**src/rtl/gbsha_ttfir_pipe.sv**
```systemverilog
// Pipelined transposed-load FIR: coefficients are shifted in through x_in in LOAD,
// then samples stream through a delay line with registered products and sum.
module gbsha_ttfir_pipe #(
    parameter int N_TAPS = 8,
    parameter int BW_in  = 6,
    parameter int BW_out = 8,
    parameter int SHIFT  = 6
) (
    input  logic                     clk,
    input  logic                     reset_n,
    input  logic signed [BW_in-1:0]  x_in,
    input  logic                     in_valid,
    output logic                     in_ready,
    input  logic                     coef_load,
    input  logic                     sat_en,
    input  logic                     two_beat,
    output logic [BW_out-1:0]        y_out,
    output logic                     y_valid,
    output logic                     dbg_state_o
);
    localparam int PW = 2 * BW_in;
    localparam int CW = $clog2(N_TAPS);
    localparam int SW = PW + CW;
    localparam int XW = SW + 2 * BW_out;
    localparam logic signed [XW-1:0] Y_MAX = XW'((2 ** (BW_out - 1)) - 1);
    localparam logic signed [XW-1:0] Y_MIN = -Y_MAX - XW'(1);

    typedef enum logic {S_LOAD, S_RUN} state_t;

    state_t                   state_q;
    logic [CW-1:0]            cnt_q;
    logic                     in_ready_q;
    logic signed [BW_in-1:0]  coef_q [N_TAPS];
    logic signed [BW_in-1:0]  x_q    [N_TAPS];
    logic signed [BW_in-1:0]  x_d    [N_TAPS];
    logic signed [PW-1:0]     prod_q [N_TAPS];
    logic                     p_vld_q, p_sat_q, p_two_q;
    logic signed [SW-1:0]     sum_d, sum_q;
    logic                     s_vld_q, s_sat_q, s_two_q;
    logic signed [SW-1:0]     s_shift;
    logic signed [XW-1:0]     s_ext;
    logic [BW_out-1:0]        y_sat, y_q, lo_q;
    logic                     y_valid_q, lo_pend_q;
    logic                     accept, run_acc;

    // Handshake: a beat transfers on a rising edge where in_valid && in_ready;
    // in_ready never depends combinationally on in_valid.
    assign accept  = in_valid && in_ready_q;
    assign run_acc = (state_q == S_RUN) && accept && !coef_load;

    always_comb begin
        x_d[0] = x_in;
        for (int k = 1; k < N_TAPS; k++) x_d[k] = x_q[k-1];
    end

    always_comb begin
        sum_d = '0;
        for (int k = 0; k < N_TAPS; k++) sum_d = sum_d + SW'(prod_q[k]);
    end

    assign s_shift = sum_q >>> SHIFT;
    assign s_ext   = XW'(s_shift);
    assign y_sat   = (s_ext > Y_MAX) ? Y_MAX[BW_out-1:0] :
                     (s_ext < Y_MIN) ? Y_MIN[BW_out-1:0] : s_ext[BW_out-1:0];

    always_ff @(posedge clk) begin
        if (!reset_n) begin
            state_q    <= S_LOAD;
            cnt_q      <= '0;
            in_ready_q <= 1'b1;
            for (int k = 0; k < N_TAPS; k++) begin
                coef_q[k] <= '0;
                x_q[k]    <= '0;
            end
        end else begin
            case (state_q)
                S_LOAD: begin
                    in_ready_q <= 1'b1;
                    if (coef_load) begin
                        cnt_q <= '0;
                    end else if (accept) begin
                        coef_q[0] <= x_in;
                        for (int k = 1; k < N_TAPS; k++) coef_q[k] <= coef_q[k-1];
                        if (cnt_q == CW'(N_TAPS - 1)) begin
                            state_q <= S_RUN;
                            cnt_q   <= '0;
                        end else begin
                            cnt_q <= cnt_q + CW'(1);
                        end
                    end
                end
                S_RUN: begin
                    if (coef_load) begin
                        state_q    <= S_LOAD;
                        cnt_q      <= '0;
                        in_ready_q <= 1'b1;
                        for (int k = 0; k < N_TAPS; k++) x_q[k] <= '0;
                    end else if (accept) begin
                        for (int k = 0; k < N_TAPS; k++) x_q[k] <= x_d[k];
                        in_ready_q <= !two_beat;
                    end else begin
                        in_ready_q <= 1'b1;
                    end
                end
                default: state_q <= S_LOAD;
            endcase
        end
    end

    // Products see the delay line as it will be after this edge, so the new
    // sample contributes and the output lands two edges after acceptance.
    always_ff @(posedge clk) begin
        if (!reset_n) begin
            p_vld_q   <= 1'b0;
            p_sat_q   <= 1'b0;
            p_two_q   <= 1'b0;
            s_vld_q   <= 1'b0;
            s_sat_q   <= 1'b0;
            s_two_q   <= 1'b0;
            sum_q     <= '0;
            y_q       <= '0;
            lo_q      <= '0;
            y_valid_q <= 1'b0;
            lo_pend_q <= 1'b0;
            for (int k = 0; k < N_TAPS; k++) prod_q[k] <= '0;
        end else begin
            p_vld_q <= run_acc;
            if (run_acc) begin
                for (int k = 0; k < N_TAPS; k++) prod_q[k] <= PW'(x_d[k]) * PW'(coef_q[k]);
                p_sat_q <= sat_en;
                p_two_q <= two_beat;
            end
            s_vld_q <= p_vld_q;
            if (p_vld_q) begin
                sum_q   <= sum_d;
                s_sat_q <= p_sat_q;
                s_two_q <= p_two_q;
            end
            y_valid_q <= 1'b0;
            if (s_vld_q) begin
                y_valid_q <= 1'b1;
                if (s_two_q) begin
                    y_q       <= s_ext[2*BW_out-1:BW_out];
                    lo_q      <= s_ext[BW_out-1:0];
                    lo_pend_q <= 1'b1;
                end else begin
                    y_q       <= s_sat_q ? y_sat : s_ext[BW_out-1:0];
                    lo_pend_q <= 1'b0;
                end
            end else if (lo_pend_q) begin
                y_q       <= lo_q;
                y_valid_q <= 1'b1;
                lo_pend_q <= 1'b0;
            end
        end
    end

    assign in_ready    = in_ready_q;
    assign y_out       = y_q;
    assign y_valid     = y_valid_q;
    assign dbg_state_o = (state_q == S_RUN);
endmodule

```
**config.mk**
```make
export PLATFORM = sky130hd
export DESIGN_NAME = gbsha_ttfir_pipe
export DESIGN_NICKNAME = d
export VERILOG_FILES = /design/src/rtl/gbsha_ttfir_pipe.sv
export SDC_FILE = /design/constraint.sdc
export NUM_CORES = 1
export LEC_CHECK = 0
export ABC_AREA = 1
export CAP_MARGIN = 20
export CORE_MARGIN = 4
export CORE_UTILIZATION = 30
export CTS_CLUSTER_SIZE = 14
export DETAILED_ROUTE_END_ITERATION = 10
export GPL_TIMING_DRIVEN = 0
export PLACE_DENSITY = 0.44
export SYNTH_ARGS = -nofsm -noshare
export SYNTH_HDL_FRONTEND = slang
export SYNTH_SLANG_ARGS = --single-unit
```
**constraint.sdc**
```tcl
create_clock -name clk -period 5.6 [get_ports clk]
set_input_delay 1.12 -clock clk [delete_from_list [all_inputs] [get_ports clk]]
set_output_delay 1.12 -clock clk [all_outputs]
set_load 0.005 [all_outputs]
```
==> results.md, run 1 <==
- Worst Hold Depth: 2
- Final setup vio count: 0
- Routability cong.: 0.867
- Most frequent cells in the layout: inv_1, nand2_1, fa_1
- Top_reg_cell synth: edfxtp_1
- Post-Syn Nets: 2970
- Slowest stage cell, crit path: clkdlybuf4s50_1
- Status: finished, final reports clean
- RSZ-0062 raised after global routing: false
- Via count: 14900
- Post-route cell area: 24200 um^2
- Sw Pwr: about 2.7 mW
- Worst vdd ir: approximately 0.25 mV
- Wire per inst: 14.9 um
- #FFs+latches synth: 224
- Final hold violations: 0
- I/O Buffers: 19
- Max cap viols: 0
- Fraction of layout cells with a size suffix above 1: 3.50%
- Row count: 98
- Relative slew slack: 41.1%
- Global-route wire length before repair: about 86 mm
- Worst-margin pin slew: 0.875 ns
- Crit path arrival time: 5.29 ns
- Die area: slightly below 80000 um^2
- Hold buffer count at cts: 0
- Post-synth EDFFs: 180
- Overall Global Routing Usage: 13.9%
- Starting density of the core: 30.4%
- Final Skew: 0.0182 ns
- Post-synthesis sequential area ratio: 28.9%
- Clk Latency, worst-skew pair: 0.58 ns
- DRT iter0 DRCs: 761
- DRT Pass-1 Iters: 5
- PD cells: 285 nW/um^2
- Setup Fix Bufs, Post-CTS: 0
- Num Clock Sinks: 224
- CTS tree: done
- Num CTS Buffers: 29
- Vias per Instance: 4.24
- Reg clk slew, reported paths: 0.06 ns
- Area after DPL: 23200 um^2
- Ys Warns: 0
- Die width: 277 um
- Final WL: around 52 mm
- WS Path Type: input port to flip-flop
- Worst-case clock buffer depth: 3
- ANT nets after route: 0
- Grt ovf: 0
- Largest net degree at the start of global routing: 57
- Crit path required time: 5.91 ns
- Worst r2r path cells: 17
- Slowest stage delay, CP: about 0.65 ns
- Cell count after synthesis: roughly 2500
- Hold slack: approximately 0.48 ns
- I/O Pins: 23
- Switching Share: roughly two fifths
- Final core occ: about a third
- Worst setup EP type: flip-flop
- Achievable Freq: about 200 MHz
- H-tree Lvls: 1
- Synth-to-Final Area Change: 11.2%
- Die H: approximately 280 um
- Slew Limit Fails: 0
- Reg power frac: 28.6%
- Leakage power: ~13 nW
- Most common cell on crit path: fa_1
- CTS root buf: clkbuf_16
- Overall power: 6.90 mW
- CP Launch Type: input port
- Comb power frac: 43.4%
- Clock power share: 28.0%
- Worst-path cell chain: clkdlybuf4s50_1 > nand2_1 > fa_1 > fa_1 > inv_1 > fa_1 > inv_1 > fa_1 > inv_1 > ha_1 > nand3_1 > nand2_1 > a21oi_1 > a21oi_1 > nor2_1
- Synth cell types: 35
- Asr flop ratio synth: 0%
- Post-DP HPWL: 43.3 mm
- Most common cell after layout, fill and taps aside: inv_1
- Int Pwr: about 4.2 mW
- Minimum clock period: approximately 5.0 ns
- Core Footprint: 71600 um^2
- Initial antenna violation count: 0
- Worst-path fanout max: 7
- Nets: 3022
- Syn avg cell area: 8.72 um^2
- Post-route DRC violation count: 0
- Synthesized area: about 22000 um^2
- Final Cycle Share: 88.8%
- Number of global-route vias before repair: 15600
- Hold WC Path Type: flip-flop to flip-flop
- # resized after CTS: 0
==> per-stage QoR <==
| step | setup WS [ns] | setup TNS [ns] | std cells |
|---|---|---|---|
| after global routing | 0.403 | 0 | 3518 |
| after detailed placement | -0.0229 | -0.0229 | 3464 |
| after CTS | 0.611 | 0 | 3518 |
| after floorplan | 0.664 | 0 | 2493 |
| final | 0.624 | 0 | 3519 |
| after global placement | -1.71 | -58.30 | 3462 |
==> critical path: cells and delay by family <==
family / cells / cell delay, ns
fa+ha+maj: 5 / 2.30
simple gates: 4 / 0.78
compound gates: 2 / 0.26
buf+inv: 4 / 0.82
==> cell families (layout without fill, tap and decap cells) <==
kind of cell               count (synthesis)  in the layout  synth area share [%]
adders and majority gates                465            465                  36.5
xor gates and xnor gates                  52             52                  2.10
DFF                                      224            224                  28.9
AOI/OAI and AO/OA                        206            206                  4.91
and+or+nand+nor                          755            755                  13.8
other                                      0              1                     0
buffers and inverters                    791            866                  13.8
==> metal layers <==
| layer | up-vias | wire length, um | track usage [%] |
|---|---|---|---|
| met2 | 172 | 24600 | 23.5 |
| met5 | - | 0 | 0 |
| met3 | 56 | 1530 | 1.58 |
| met1 | 7176 | 25300 | 19.4 |
| met4 | 0 | 931 | 2.73 |
| li1 | 7507 | - | - |
==> synthesized netlist by cell type, types with 5 or more instances <==
cell type / instances / area [um^2]
a21oi_1: 114 / 571
buf_2: 13 / 65.1
buf_4: 6 / 45.0
clkbuf_1: 9 / 33.8
dfxtp_1: 44 / 881
edfxtp_1: 180 / 5410
fa_1: 281 / 5630
ha_1: 184 / 2300
inv_1: 756 / 2840
inv_2: 5 / 18.8
nand2_1: 494 / 1850
nand3_1: 48 / 240
nor2_1: 192 / 721
nor3_1: 5 / 25.0
nor3_2: 6 / 60.1
o211ai_1: 5 / 37.5
o21ai_0: 60 / 300
o21ai_1: 18 / 90.1
xnor2_1: 26 / 228
xor2_1: 26 / 228
==> final cells by class <==
type,instances,area (um^2)
fillers,7515,47400
well taps,950,1190
repair buffers,21,233
clock inverters,14,118
inverters,761,2860
flip-flops and latches,224,6290
plain buffers,30,151
multi-input cells,1478,12500
diodes,1,2.50
clock buffers,40,872
==> path summary, 6_finish.rpt <==
| check | from | to | slack, ns |
|---|---|---|---|
| worst max-delay path | x_in[4] | prod_q[0][11]$_SDFFCE_PN0P_ | 0.62 |
| worst min register to register | sum_q[9]$_SDFFE_PN0P_ | lo_q[3]$_SDFFE_PN0P_ | 0.48 |
| worst max register to register | x_q[0][5]$_SDFFE_PP0P_ | prod_q[0][22]$_SDFFCE_PN0P_ | 1.14 |
| worst min-delay path | sum_q[9]$_SDFFE_PN0P_ | lo_q[3]$_SDFFE_PN0P_ | 0.48 |
==> registers in the layout, summed over array words and instances, names as in the netlist <==
| signal | flops |
|---|---|
| prod_q | 96 |
| coef_q | 48 |
| x_q | 42 |
| sum_q | 9 |
| lo_q | 8 |
| y_out | 8 |
| cnt_q | 3 |
| dbg_state_o | 1 |
| in_ready | 1 |
| lo_pend_q | 1 |
| p_sat_q | 1 |
| p_two_q | 1 |
| p_vld_q | 1 |
| s_sat_q | 1 |
| s_two_q | 1 |
| s_vld_q | 1 |
| y_valid | 1 |
==> power by group through the flow <==
stage          clock (mW)  sequential [mW]  combinational [mW]
5_1_grt              2.06             1.98                3.52
4_1_cts              1.99             1.97                3.05
3_5_place_dp            0             2.01                3.01
2_1_floorplan           0             1.97                2.33
6_report             1.93             1.97                2.99
3_3_place_gp            0             2.01                3.01
Note: power is estimated with default switching activity, not from simulation.
==> inputs of run 2 (changes only) <==
CAP_MARGIN = not set   (was 20)
==> results of run 2 <==
Same layout as run 1: the final DEF is identical, and so are final timing and power.
==> inputs of run 3 (changes only) <==
PLACE_DENSITY = not set   (was 0.44)
clock period = 4.2 ns   (was 5.6 ns; I/O delays follow)
==> results.md, run 3 (synthesis gave the netlist of run 1 again) <==
- Final setup vio count: 0
- Status: finished, final reports clean
- Final hold violations: 0
- Number of global-route vias before repair: between 15000 and 20000
- Comb power frac: 46.2%
- CTS root buf: clkbuf_16
- Worst vdd ir: 0.297 mV
- Wire per inst: 13.7 um
- CTS tree: done
- Final Skew: 0.0226 ns
- Overall power: 9.17 mW
- Worst-margin pin slew: ~1.0 ns
- ANT nets after route: 0
- Max reg flops: 96
- Via count: 15400
- Initial antenna violation count: 3
- Switching Share: 39.4%
- DRT Pass-1 Iters: 5
- Worst-path cell chain: nand2_1 > inv_2 > fa_1 > inv_1 > fa_1 > inv_1 > fa_1 > inv_2 > fa_1 > inv_2 > fa_2 > nand3_2 > nand3_2 > nand2_2 > nand2_2 > a21oi_2 > nand2_1 > nand2_1 > nor2_2
- Fraction of layout cells with a size suffix above 1: 10.0%
- Overall Global Routing Usage: 12.8%
- Final Cycle Share: 96.9%
- Core Footprint: 71600 um^2
- I/O Buffers: 19
- Largest Register: prod_q
- FF/Latch Area: 6300 um^2
- Largest net degree at the start of global routing: 71
- Max cap viols: 0
- Global-route wire length before repair: 80.2 mm
- Vias per Instance: 4.26
- Multi-input gate area: approximately 13000 um^2
- Synth-to-Final Area Change: 15.6%
- Die area: around 77000 um^2
- Worst-case clock buffer depth: 3
- Starting density of the core: between 30 and 40%
- Top flop regs: prod_q x96, coef_q x48, x_q x42
- Grt ovf: 0
- Achievable Freq: 246 MHz
- Num CTS Buffers: 27
- Worst setup EP type: flip-flop
- Most common cell after layout, fill and taps aside: inv_1
- RSZ-0062 raised after global routing: true
- Int Pwr: about 5.6 mW
- Crit path arrival time: roughly 4.4 ns
- Most common cell on crit path: fa_1
- Sw Pwr: 3.62 mW
- Clk Latency, worst-skew pair: 0.56 ns
- Die H: 277 um
- DRT iter0 DRCs: 840
- Post-route DRC violation count: 0
- Fillers: 7419
- Num Clock Sinks: about 220
- Final WL: approximately 50 mm
- Worst-path fanout max: 3
- I/O Pins: 23
- Hold slack: approximately 0.46 ns
- N_diodes: 0
- Minimum clock period: 4.07 ns
- Hold WC Path Type: flip-flop to flip-flop
- Reg power frac: 28.4%
- Row count: 98
- Slowest stage cell, crit path: fa_1
- Crit path required time: 4.49 ns
- Nets: around 3100
- WS Path Type: flip-flop to flip-flop
- Hold buffer count at cts: 0
- Finished Layout Cells: roughly 3600
- Post-Place Cells: 3465
- Post-DP HPWL: 39.4 mm
- H-tree Lvls: 1
- PD cells: 365 nW/um^2
- Slew Limit Fails: 0
- Relative slew slack: around 30%
- Reg clk slew, reported paths: 0.06 ns
- CP Launch Type: flip-flop
- Leakage power: about 13 nW
- Die width: 277 um
- Clock power share: 25.4%
- Post-route setup TNS: 0 ns
- Slowest stage delay, CP: about 0.53 ns
- Most frequent cells in the layout: inv_1, nand2_1, fa_1
- Routability cong.: 0.849
## run 3: per-layer routing
layer | track usage (%) | wire, um
met4 | 3.06 | 1160
met1 | 17.8 | 22900
met2 | 21.2 | 23100
met3 | 1.80 | 2150
met5 | 0 | 0
## run 3: power by group through the flow
| stage | logic (mW) | clock network [mW] | registers (mW) |
|---|---|---|---|
| final | 4.24 | 2.33 | 2.60 |
| after global routing | 4.93 | 2.47 | 2.61 |
| after CTS | 4.07 | 2.38 | 2.62 |
| after detailed placement | 4.00 | 0 | 2.67 |
| after global placement | 3.94 | 0 | 2.68 |
| after floorplan | 3.12 | 0 | 2.62 |
## run 3: worst paths after layout
| path | startpoint | endpoint | slack (ns) | cells past startpoint |
|---|---|---|---|---|
| worst max register to register | x_q[6][4]$_SDFFCE_PN0P_ | prod_q[1][46]$_SDFFCE_PN0P_ | 0.13 | 19 |
| worst min-delay path | p_two_q$_SDFFE_PN0P_ | p_two_q$_SDFFE_PN0P_ | 0.46 | 2 |
| worst max-delay path | x_q[6][4]$_SDFFCE_PN0P_ | prod_q[1][46]$_SDFFCE_PN0P_ | 0.13 | 19 |
| worst min register to register | p_two_q$_SDFFE_PN0P_ | p_two_q$_SDFFE_PN0P_ | 0.46 | 2 |
## run 3: worst max-delay path: cells and delay by family (launching register included)
kind	cells	cell delay, ns
AO/OA/AOI/OAI	1	0.16
adder cells (fa/ha/maj)	5	2.42
buffers and inverters	5	0.23
flip-flops	1	0.44
AND/OR/NAND/NOR	8	0.57
## run 3: cell type report
cell class                 instances  share of cell area [%]
inverter                         761                    11.4
tap                              950                    4.73
clock inverter                    14                   0.533
buffer                            28                   0.692
timing repair buffer             119                    3.86
clock buffer                      35                    2.97
sequential                       224                    25.1
multi-input combinational       1478                    50.8
## run 3: what timing repair did
item	in CTS	in global routing
pin swaps	0	23
setup buffers	17	80
endpoints found under the setup margin	12	23
resized for setup	14	78
## run 3: through the flow
stage	utilization [%]	instance area, um^2	worst slack, ns
3_3_place_gp	32.3	23200	-1.11
5_1_grt	35.1	25100	-0.0740
6_report	35.1	25100	0.128
2_1_floorplan	-	21800	-0.0793
4_1_cts	33.9	24300	0.00340
3_5_place_dp	32.5	23200	-0.875
